<file path="src/rtl/cdc_pkg.sv">
// Shared definitions for the toggle-handshake crossing cells.
package cdc_pkg;
  localparam int SYNC_STAGES_DEFAULT = 2;

  typedef enum logic [1:0] {
    RESYNC   = 2'd0,
    IDLE     = 2'd1,
    WAIT_ACK = 2'd2
  } cdc_state_e;

  // Counter width able to hold max_val; never narrower than one bit.
  function automatic int cnt_width(input int max_val);
    return (max_val < 1) ? 1 : $clog2(max_val + 1);
  endfunction
endpackage

</file>
<file path="src/rtl/cdc_handshake_tx_if.sv">
// Source-side bus of the toggle crossing: local valid/ready word input plus the crossing signals.
// IN_VALID/IN_READY: a word moves on any edge where both are high; IN_DATA is sampled on that edge.
interface cdc_handshake_tx_if
  import cdc_pkg::*;
#(
  parameter int WIDTH = 32
);
  logic             IN_VALID;
  logic [WIDTH-1:0] IN_DATA;
  logic             IN_READY;
  logic [WIDTH-1:0] DATA_OUT;
  logic             REQ_TGL;
  logic             ACK_TGL;
  logic             DONE;
  logic             TIMEOUT_ERR;
  cdc_state_e       STATE_DBG;

  modport master (
    input  IN_VALID, IN_DATA, ACK_TGL,
    output IN_READY, DATA_OUT, REQ_TGL, DONE, TIMEOUT_ERR, STATE_DBG
  );

  modport slave (
    output IN_VALID, IN_DATA, ACK_TGL,
    input  IN_READY, DATA_OUT, REQ_TGL, DONE, TIMEOUT_ERR, STATE_DBG
  );
endinterface

</file>
<file path="src/rtl/cdc_sync_sr.sv">
// N-stage single-bit shift-register synchronizer with synchronous active-high reset.
module cdc_sync_sr
  import cdc_pkg::*;
#(
  parameter int N = SYNC_STAGES_DEFAULT
) (
  input  logic CLK,
  input  logic RST,
  input  logic d,
  output logic q
);
  logic [N-1:0] sr;

  always_ff @(posedge CLK) begin
    if (RST) sr <= '0;
    else     sr <= {sr[N-2:0], d};
  end

  assign q = sr[N-1];
endmodule

</file>
<file path="src/rtl/cdc_handshake_tx.sv">
// Sender end of a two-phase request/acknowledge crossing; holds DATA_OUT while a toggle is outstanding.
module cdc_handshake_tx
  import cdc_pkg::*;
#(
  parameter int WIDTH       = 32,
  parameter int SYNC_STAGES = SYNC_STAGES_DEFAULT,
  parameter int TIMEOUT     = 0
) (
  input  logic                CLK,
  input  logic                RST,
  cdc_handshake_tx_if.master  bus
);
  localparam logic [1:0] S_RESYNC   = RESYNC;
  localparam logic [1:0] S_IDLE     = IDLE;
  localparam logic [1:0] S_WAIT_ACK = WAIT_ACK;

  localparam int CW  = cnt_width(TIMEOUT);
  localparam int RCW = cnt_width(SYNC_STAGES);
  localparam logic [CW-1:0]  TMAX  = CW'(TIMEOUT);
  localparam logic [RCW-1:0] RLAST = RCW'(SYNC_STAGES);

  logic [1:0]       state;
  logic [RCW-1:0]   rcnt;
  logic [CW-1:0]    tcnt;
  logic [WIDTH-1:0] data_q;
  logic             req_q;
  logic             err_q;
  logic             ack_s;
  logic             ack_match;
  logic             timeout_hit;

  cdc_sync_sr #(.N(SYNC_STAGES)) u_ack_sync (
    .CLK (CLK),
    .RST (RST),
    .d   (bus.ACK_TGL),
    .q   (ack_s)
  );

  assign ack_match   = (ack_s == req_q);
  // Fires on the edge where the counter steps onto TIMEOUT.
  assign timeout_hit = (TIMEOUT != 0) && (state == S_WAIT_ACK) && (tcnt == TMAX - 1'b1);

  always_ff @(posedge CLK) begin
    if (RST) begin
      state  <= S_RESYNC;
      rcnt   <= '0;
      tcnt   <= '0;
      data_q <= '0;
      req_q  <= 1'b0;
      err_q  <= 1'b0;
    end else begin
      if (timeout_hit) err_q <= 1'b1;
      case (state)
        S_RESYNC: begin
          // Adopt the peer's parity once the synchronizer holds a fresh sample.
          if (rcnt == RLAST) begin
            req_q <= ack_s;
            state <= S_IDLE;
          end else begin
            rcnt <= rcnt + 1'b1;
          end
        end
        S_IDLE: begin
          if (bus.IN_VALID) begin
            data_q <= bus.IN_DATA;
            req_q  <= ~req_q;
            tcnt   <= '0;
            state  <= S_WAIT_ACK;
          end
        end
        S_WAIT_ACK: begin
          if (tcnt != TMAX) tcnt <= tcnt + 1'b1;
          if (ack_match) state <= S_IDLE;
        end
        default: state <= S_RESYNC;
      endcase
    end
  end

  assign bus.IN_READY    = (state == S_IDLE);
  assign bus.DONE        = (state == S_WAIT_ACK) && ack_match;
  assign bus.DATA_OUT    = data_q;
  assign bus.REQ_TGL     = req_q;
  assign bus.TIMEOUT_ERR = err_q;
  assign bus.STATE_DBG   = cdc_state_e'(state);
endmodule
</file>
<file path="src/flat_wrapper.sv">
// flat-port wrapper written by rule: the top's interface ports become plain ports
module cdc_handshake_tx_flat import cdc_pkg::*;
#(
  parameter int WIDTH       = 32,
  parameter int SYNC_STAGES = SYNC_STAGES_DEFAULT,
  parameter int TIMEOUT     = 0
)
  (CLK, RST, bus_IN_VALID, bus_IN_DATA, bus_ACK_TGL, bus_IN_READY, bus_DATA_OUT, bus_REQ_TGL, bus_DONE, bus_TIMEOUT_ERR, bus_STATE_DBG);
  cdc_handshake_tx_if #(.WIDTH(WIDTH)) bus_i ();
  input  logic CLK;
  input  logic RST;
  input wire logic [$bits(bus_i.IN_VALID)-1:0] bus_IN_VALID;
  input wire logic [$bits(bus_i.IN_DATA)-1:0] bus_IN_DATA;
  input wire logic [$bits(bus_i.ACK_TGL)-1:0] bus_ACK_TGL;
  output wire logic [$bits(bus_i.IN_READY)-1:0] bus_IN_READY;
  output wire logic [$bits(bus_i.DATA_OUT)-1:0] bus_DATA_OUT;
  output wire logic [$bits(bus_i.REQ_TGL)-1:0] bus_REQ_TGL;
  output wire logic [$bits(bus_i.DONE)-1:0] bus_DONE;
  output wire logic [$bits(bus_i.TIMEOUT_ERR)-1:0] bus_TIMEOUT_ERR;
  output wire logic [$bits(bus_i.STATE_DBG)-1:0] bus_STATE_DBG;
  assign bus_i.IN_VALID = bus_IN_VALID;
  assign bus_i.IN_DATA = bus_IN_DATA;
  assign bus_i.ACK_TGL = bus_ACK_TGL;
  assign bus_IN_READY = bus_i.IN_READY;
  assign bus_DATA_OUT = bus_i.DATA_OUT;
  assign bus_REQ_TGL = bus_i.REQ_TGL;
  assign bus_DONE = bus_i.DONE;
  assign bus_TIMEOUT_ERR = bus_i.TIMEOUT_ERR;
  assign bus_STATE_DBG = bus_i.STATE_DBG;
  cdc_handshake_tx #(.WIDTH(WIDTH), .SYNC_STAGES(SYNC_STAGES), .TIMEOUT(TIMEOUT)) u_core (.CLK(CLK), .RST(RST), .bus(bus_i));
endmodule
</file>
<file path="config.mk">
export PLATFORM = sky130hd
export DESIGN_NAME = cdc_handshake_tx_flat
export DESIGN_NICKNAME = d
export VERILOG_FILES = /design/src/rtl/cdc_pkg.sv /design/src/rtl/cdc_handshake_tx_if.sv /design/src/rtl/cdc_sync_sr.sv /design/src/rtl/cdc_handshake_tx.sv /design/src/flat_wrapper.sv
export SDC_FILE = /design/constraint.sdc
export NUM_CORES = 1
export LEC_CHECK = 0
export CAP_MARGIN = 15
export CORE_MARGIN = 2
export CORE_UTILIZATION = 41
export CTS_BUF_LIST = sky130_fd_sc_hd__clkbuf_2 sky130_fd_sc_hd__clkbuf_4 sky130_fd_sc_hd__clkbuf_8
export CTS_CLUSTER_DIAMETER = 50
export CTS_CLUSTER_SIZE = 16
export DETAILED_ROUTE_END_ITERATION = 12
export PLACE_DENSITY = 0.81
export SKIP_LAST_GASP = 1
export SYNTH_ARGS = -nofsm -noshare
export SYNTH_HDL_FRONTEND = slang
export SYNTH_SLANG_ARGS = --single-unit
</file>
<file path="constraint.sdc">
create_clock -name CLK -period 1.31 [get_ports CLK]
set_input_delay 0.1965 -clock CLK [delete_from_list [all_inputs] [get_ports CLK]]
set_output_delay 0.1965 -clock CLK [all_outputs]
set_load 0.02 [all_outputs]
</file>
After elaboration in Yosys (flattened, before gate mapping)
Index checks and enable logic that the tools add are counted.

storage, ports and cells
  latch bits = 0
  logic and storage cells = 29
  bits in writable memories = 0
  bits in registers = 39
  output and inout port bits = 38
  bits in read-only memories = 0
  memories = 0

operators by class
  add/sub/neg operators = 1
  order comparisons = 0
  reduce and logical (&&, ||, !) cells = 7
  mux-type cells = 7
  eq/ne operators = 7
  bitwise gates (word level) = 2
  div/mod/pow operators = 0
  multiply operators = 0
  shift operators = 0

operators with widths
  operator                                                                  number
  2-bit two-way mux                                                         3
  2-bit case mux with 3 select lines                                        1
  3-bit AND reduction                                                       2
  2-bit equality test (second input constant)                               2
  2-bit by 1-bit inequality test with 1-bit output (second input constant)  2
  2-bit AND reduction                                                       2
  2-bit by 1-bit adder with 2-bit output (second input constant)            1
  2-bit by 1-bit equality test with 1-bit output (second input constant)    1
  2-bit zero test                                                           1
  1-bit two-way mux                                                         2
  2-bit inequality test (second input constant)                             1
  1-bit NOT                                                                 2
  1-bit case mux with 2 select lines                                        1
  2-bit nonzero test                                                        1
  1-bit equality test                                                       1
  1-bit logical AND                                                         1

Depth between registers and ports, before layout
  depth after elaboration = 3
  mapped depth = 6

By module
Synthesis repeated with hierarchy kept, for this count alone.

second synthesis, totals
  cell total of the unflattened synthesis = 177
  area, all modules = 1534.0 um2

modules (own cells, without submodules)
  module            cells each  times used  area an instance (um2)
  cdc_handshake_tx  173         1           1481.4
  cdc_sync_sr       4           1           52.6

Worst setup path after synthesis
OpenSTA, ideal clock, no wires.

  path type = register -> register
  from = reg u_core.state[1] (netlist: u_core.bus.STATE_DBG[1])
  to = reg u_core.state[0] (netlist: u_core.bus.STATE_DBG[0])
  library setup time = 59 ps
  data arrival time = 1423 ps
  clock period less this slack = 1482 ps
  path slack = -172 ps
  cell stages (with the launch flop) = 4
  path buffers = 1
  cell sequence = dfxtp_1 -> buf_6 -> nor3b_1 -> o21ba_2

on the way
  word-level cells in the longest chain between the ends = 3
  elaborated cells on any way between the ends = 8
  those cells by class = eq/ne (5); mux (1); reduce/logical (2)

ends and longest elaborated chain
  what                                                                                                               line                    RTL
  start: declaration                                                                                                 cdc_handshake_tx.sv:22  logic [1:0] state;
  start signal: assignment                                                                                           cdc_handshake_tx.sv:45  state <= S_RESYNC;
  start signal: assignment                                                                                           cdc_handshake_tx.sv:58  state <= S_IDLE;
  start signal: assignment                                                                                           cdc_handshake_tx.sv:68  state <= S_WAIT_ACK;
  2-bit equality test, or another cell as far along                                                                  cdc_handshake_tx.sv:53  case (state)
  2-bit by 1-bit inequality test with 1-bit output (no source line) / 2-bit inequality test (equally long branches)  -
  3-bit AND reduction (no source line)                                                                               -

Several ways; a longest one is shown, not always the timed one.
A chain may end at the register's enable or synchronous reset.

Final worst setup path
  from = reg u_core.req_q (netlist: u_core.bus.REQ_TGL)
  to = out bus_DONE

on the way
  word-level cells in the longest chain between the ends = 2

ends and longest elaborated chain
  what                      line                    RTL
  start: declaration        cdc_handshake_tx.sv:26  logic req_q;
  start signal: assignment  cdc_handshake_tx.sv:57  req_q <= ack_s;
  start signal: assignment  cdc_handshake_tx.sv:66  req_q <= ~req_q;
  1-bit equality test       cdc_handshake_tx.sv:39  assign ack_match = (ack_s == req_q);
  1-bit logical AND         cdc_handshake_tx.sv:81  assign bus.DONE = (state == S_WAIT_ACK) && ack_match;
  end: declaration          flat_wrapper.sv:18      output wire logic [$bits(bus_i.DONE)-1:0] bus_DONE;

Every way passes these cells.

==> flow_summary.ini <==
[timing]
rsz0062_at_grt = true
min_period_ns = 1.400
fin_skew_ns = 0.005770
fin_ws_ns = -0.09037
post-route-period-util = 1.069
fmax_mhz = 714.1
hold_viol = 0
fin_hold_ws_ns = 0.3968
setup_viol_count_final = 1
drv_slew = 0

[synth]
synth_top_cell_area_share = 0.5311
synth_warnings = 0
syn_avg_cell_area_um2 = 8.449
synth_nets = 211
ys_seq_area_frac = 0.5311
synth_area_um2 = 1470
yosysTopAreaCell = dfxtp_1
ys_ff_latch = 39
netlist_top_cells_area = dfxtp_1 53%, nand2_1 16%, a21oi_1 11%, buf_6 3.8%, buf_2 1.4%
ys_types = 26
syn_inst = 174

[critical_path]
worstPathRequired_ns = 1.11
cp.arrival_ns = 1.20
cp-end-kind = primary output
reg2reg_slack_ns = 0.09
start_kind = flip-flop
worstRegToRegCells = 5
r2r-start = u_core.bus.STATE_DBG[1]
r2r-end = u_core.bus.DATA_OUT[13]
critPathKind = reg2out
worstPathMaxFanout = 2

[drt]
routed_wl_mm = 3.360
vias = 1377
drcViolationCount = 0
first_pass_iters = 2
antenna_left = 0
wl_per_cell_um = 11.31
drtIter0Drc = 42
vias_per_cell = 4.636

[grt]
grt_overflow_total = 0
antenna_found_initial = 0
grt_pass1_wl_mm = 5.720
globalRouteTotalUtil = 0.1793
grt_pass1_vias = 1311
grt_max_degree = 24

[outcome]
violations = setup timing
status = finished, violations left

[clock_network]
clock_sinks = 39
cts_tree = built
insertion_delay_ns = 0.33
htreeDepth = 2
cts-root-buf = clkbuf_4
cts_buffer_depth = 2
cts_made_buffers = 5
clk_pin_slew_worst_paths_ns = 0.11

[flow_run]
max-cap-violations = 0

[placement]
gp_congestion = 0.7362
place_hpwl_mm = 2.431
dp.cells = 290
placed_area_um2 = 2266
io_buffers = 72
dp_slack_ns = -0.1882

[pwr]
ir_worst_vdd_mv = 0.9209
combPwrFrac = 0.361
power_frac_seq = 0.448
p_leak_nw = 0.9887
p_int_mw = 2.139
p_sw_mw = 1.046
switching_share = 0.3283
p_per_area_nw_per_um2 = 1386
p_clk_frac = 0.191

[cells_and_area]
area_growth_pct = 56.34
most-common-layout-cells = 64 x nand2_1, 36 x dfxtp_1, 35 x clkdlybuf4s50_1
fin_area_um2 = 2298
final_cells = 297
nets = 288
drive_above_1_share = 0.1355
final_common_cell = nand2_1
antenna_cells = 0

[floorplan]
die_h_um = 63.88
dieWidth_um = 63.88
rows = 21
start_util = 0.4337
die_area_um2 = 4081
io_pins = 74
coreArea_um2 = 3390

[worst_hold_path]
hold_end = u_core.bus.DATA_OUT[15]
min_path_cells = 3
hp-start = bus_IN_DATA[15]
hold_path_class = in2reg
## synthesized netlist by cell type
cell type	instances
o21ba_2	1
o21ai_0	1
nor2b_1	3
ha_1	1
a21oi_1	33
nor2_2	1
buf_6	5
nor3b_1	1
a2111oi_1	1
nand3b_1	2
inv_1	1
nor4b_1	1
nand2_1	64
xor2_1	1
buf_2	4
conb_1	1
a211oi_1	2
dfxtp_1	39
nor2_1	2
clkbuf_1	3
nor3_2	1
and3b_1	1
xnor2_1	1
buf_4	2
nand3b_2	1
o21ba_1	1
## metal layers
metal	GRT usage	routed length (um)	part of all wire
met1	0.2009	1437	0.43
met2	0.2995	1576	0.47
met3	0.07923	305	0.091
met4	0.06522	40	0.012
met5	0	0	0
## flip-flops by register name (all words and copies together), names as in the netlist
signal / cells
u_core.bus.DATA_OUT: 32
u_core.rcnt: 2
u_core.u_ack_sync.sr: 2
u_core.bus.REQ_TGL: 1
u_core.bus.STATE_DBG: 2
## logic make-up (layout without fill, tap and decap cells)
kind of cell,count (synthesis),after routing,synth area share
other cells,1,1,0.002551
buf+inv,15,92,0.07233
compound gates,39,39,0.1464
fa+ha+maj,1,1,0.008509
flops,39,39,0.5311
xor+xnor,2,2,0.01192
simple gates,77,77,0.2272
## worst max path at each step
stage / startpoint / to / slack (ns)
3_5_place_dp: u_core.bus.REQ_TGL / bus_DONE / -0.19
4_1_cts: u_core.bus.REQ_TGL / bus_DONE / -0.27
3_3_place_gp: u_core.bus.REQ_TGL / bus_DONE / -0.17
5_1_grt: u_core.bus.REQ_TGL / bus_DONE / -0.19
6_report: u_core.bus.REQ_TGL / bus_DONE / -0.09
2_1_floorplan: u_core.bus.STATE_DBG[1] / u_core.bus.DATA_OUT[13] / 0.05
## critical path: stages (launching register included)
cell	delay [ns]
dfxtp_2	0.34
xor2_1	0.17
nor3b_2	0.19
buf_4	0.17
## power by group through the flow
stage	registers, mW	logic [mW]	clock network (mW)
after floorplan	1.59	0.558	0
after detailed placement	1.45	1.20	0
after global routing	1.45	1.28	0.695
final	1.43	1.15	0.610
after global placement	1.44	1.18	0
after CTS	1.42	1.12	0.636
## metrics by stage
stage	TNS (ns)	power, mW	utilization
6_report	-0.09037	3.185	0.6781
5_1_grt	-0.2252	3.417	0.6781
4_1_cts	-0.2729	3.174	0.6726
3_5_place_dp	-4.041	2.650	0.6685
3_3_place_gp	-3.580	2.626	0.6685
2_1_floorplan	0	2.151	-
## repair_timing
item | in CTS | in global routing
hold endpoints to repair | 0 | 0
setup buffers | 0 | 0
setup endpoints to repair | 37 | 21
gates cloned | 0 | 0
gates resized for setup | 46 | 9
hold buffers | 0 | 0
## layout make-up
| cell class | count | area (um^2) |
|---|---|---|
| Tap cell | 46 | 57.56 |
| Timing Repair Buffer | 84 | 789.5 |
| Clock buffer | 6 | 51.30 |
| Fill cell | 311 | 1091 |
| Multi-Input combinational cell | 120 | 606.8 |
| Inverter | 1 | 3.754 |
| Clock inverter | 1 | 5.005 |
| Sequential cell | 39 | 784.5 |
Note: power is estimated with default switching activity, not from simulation.
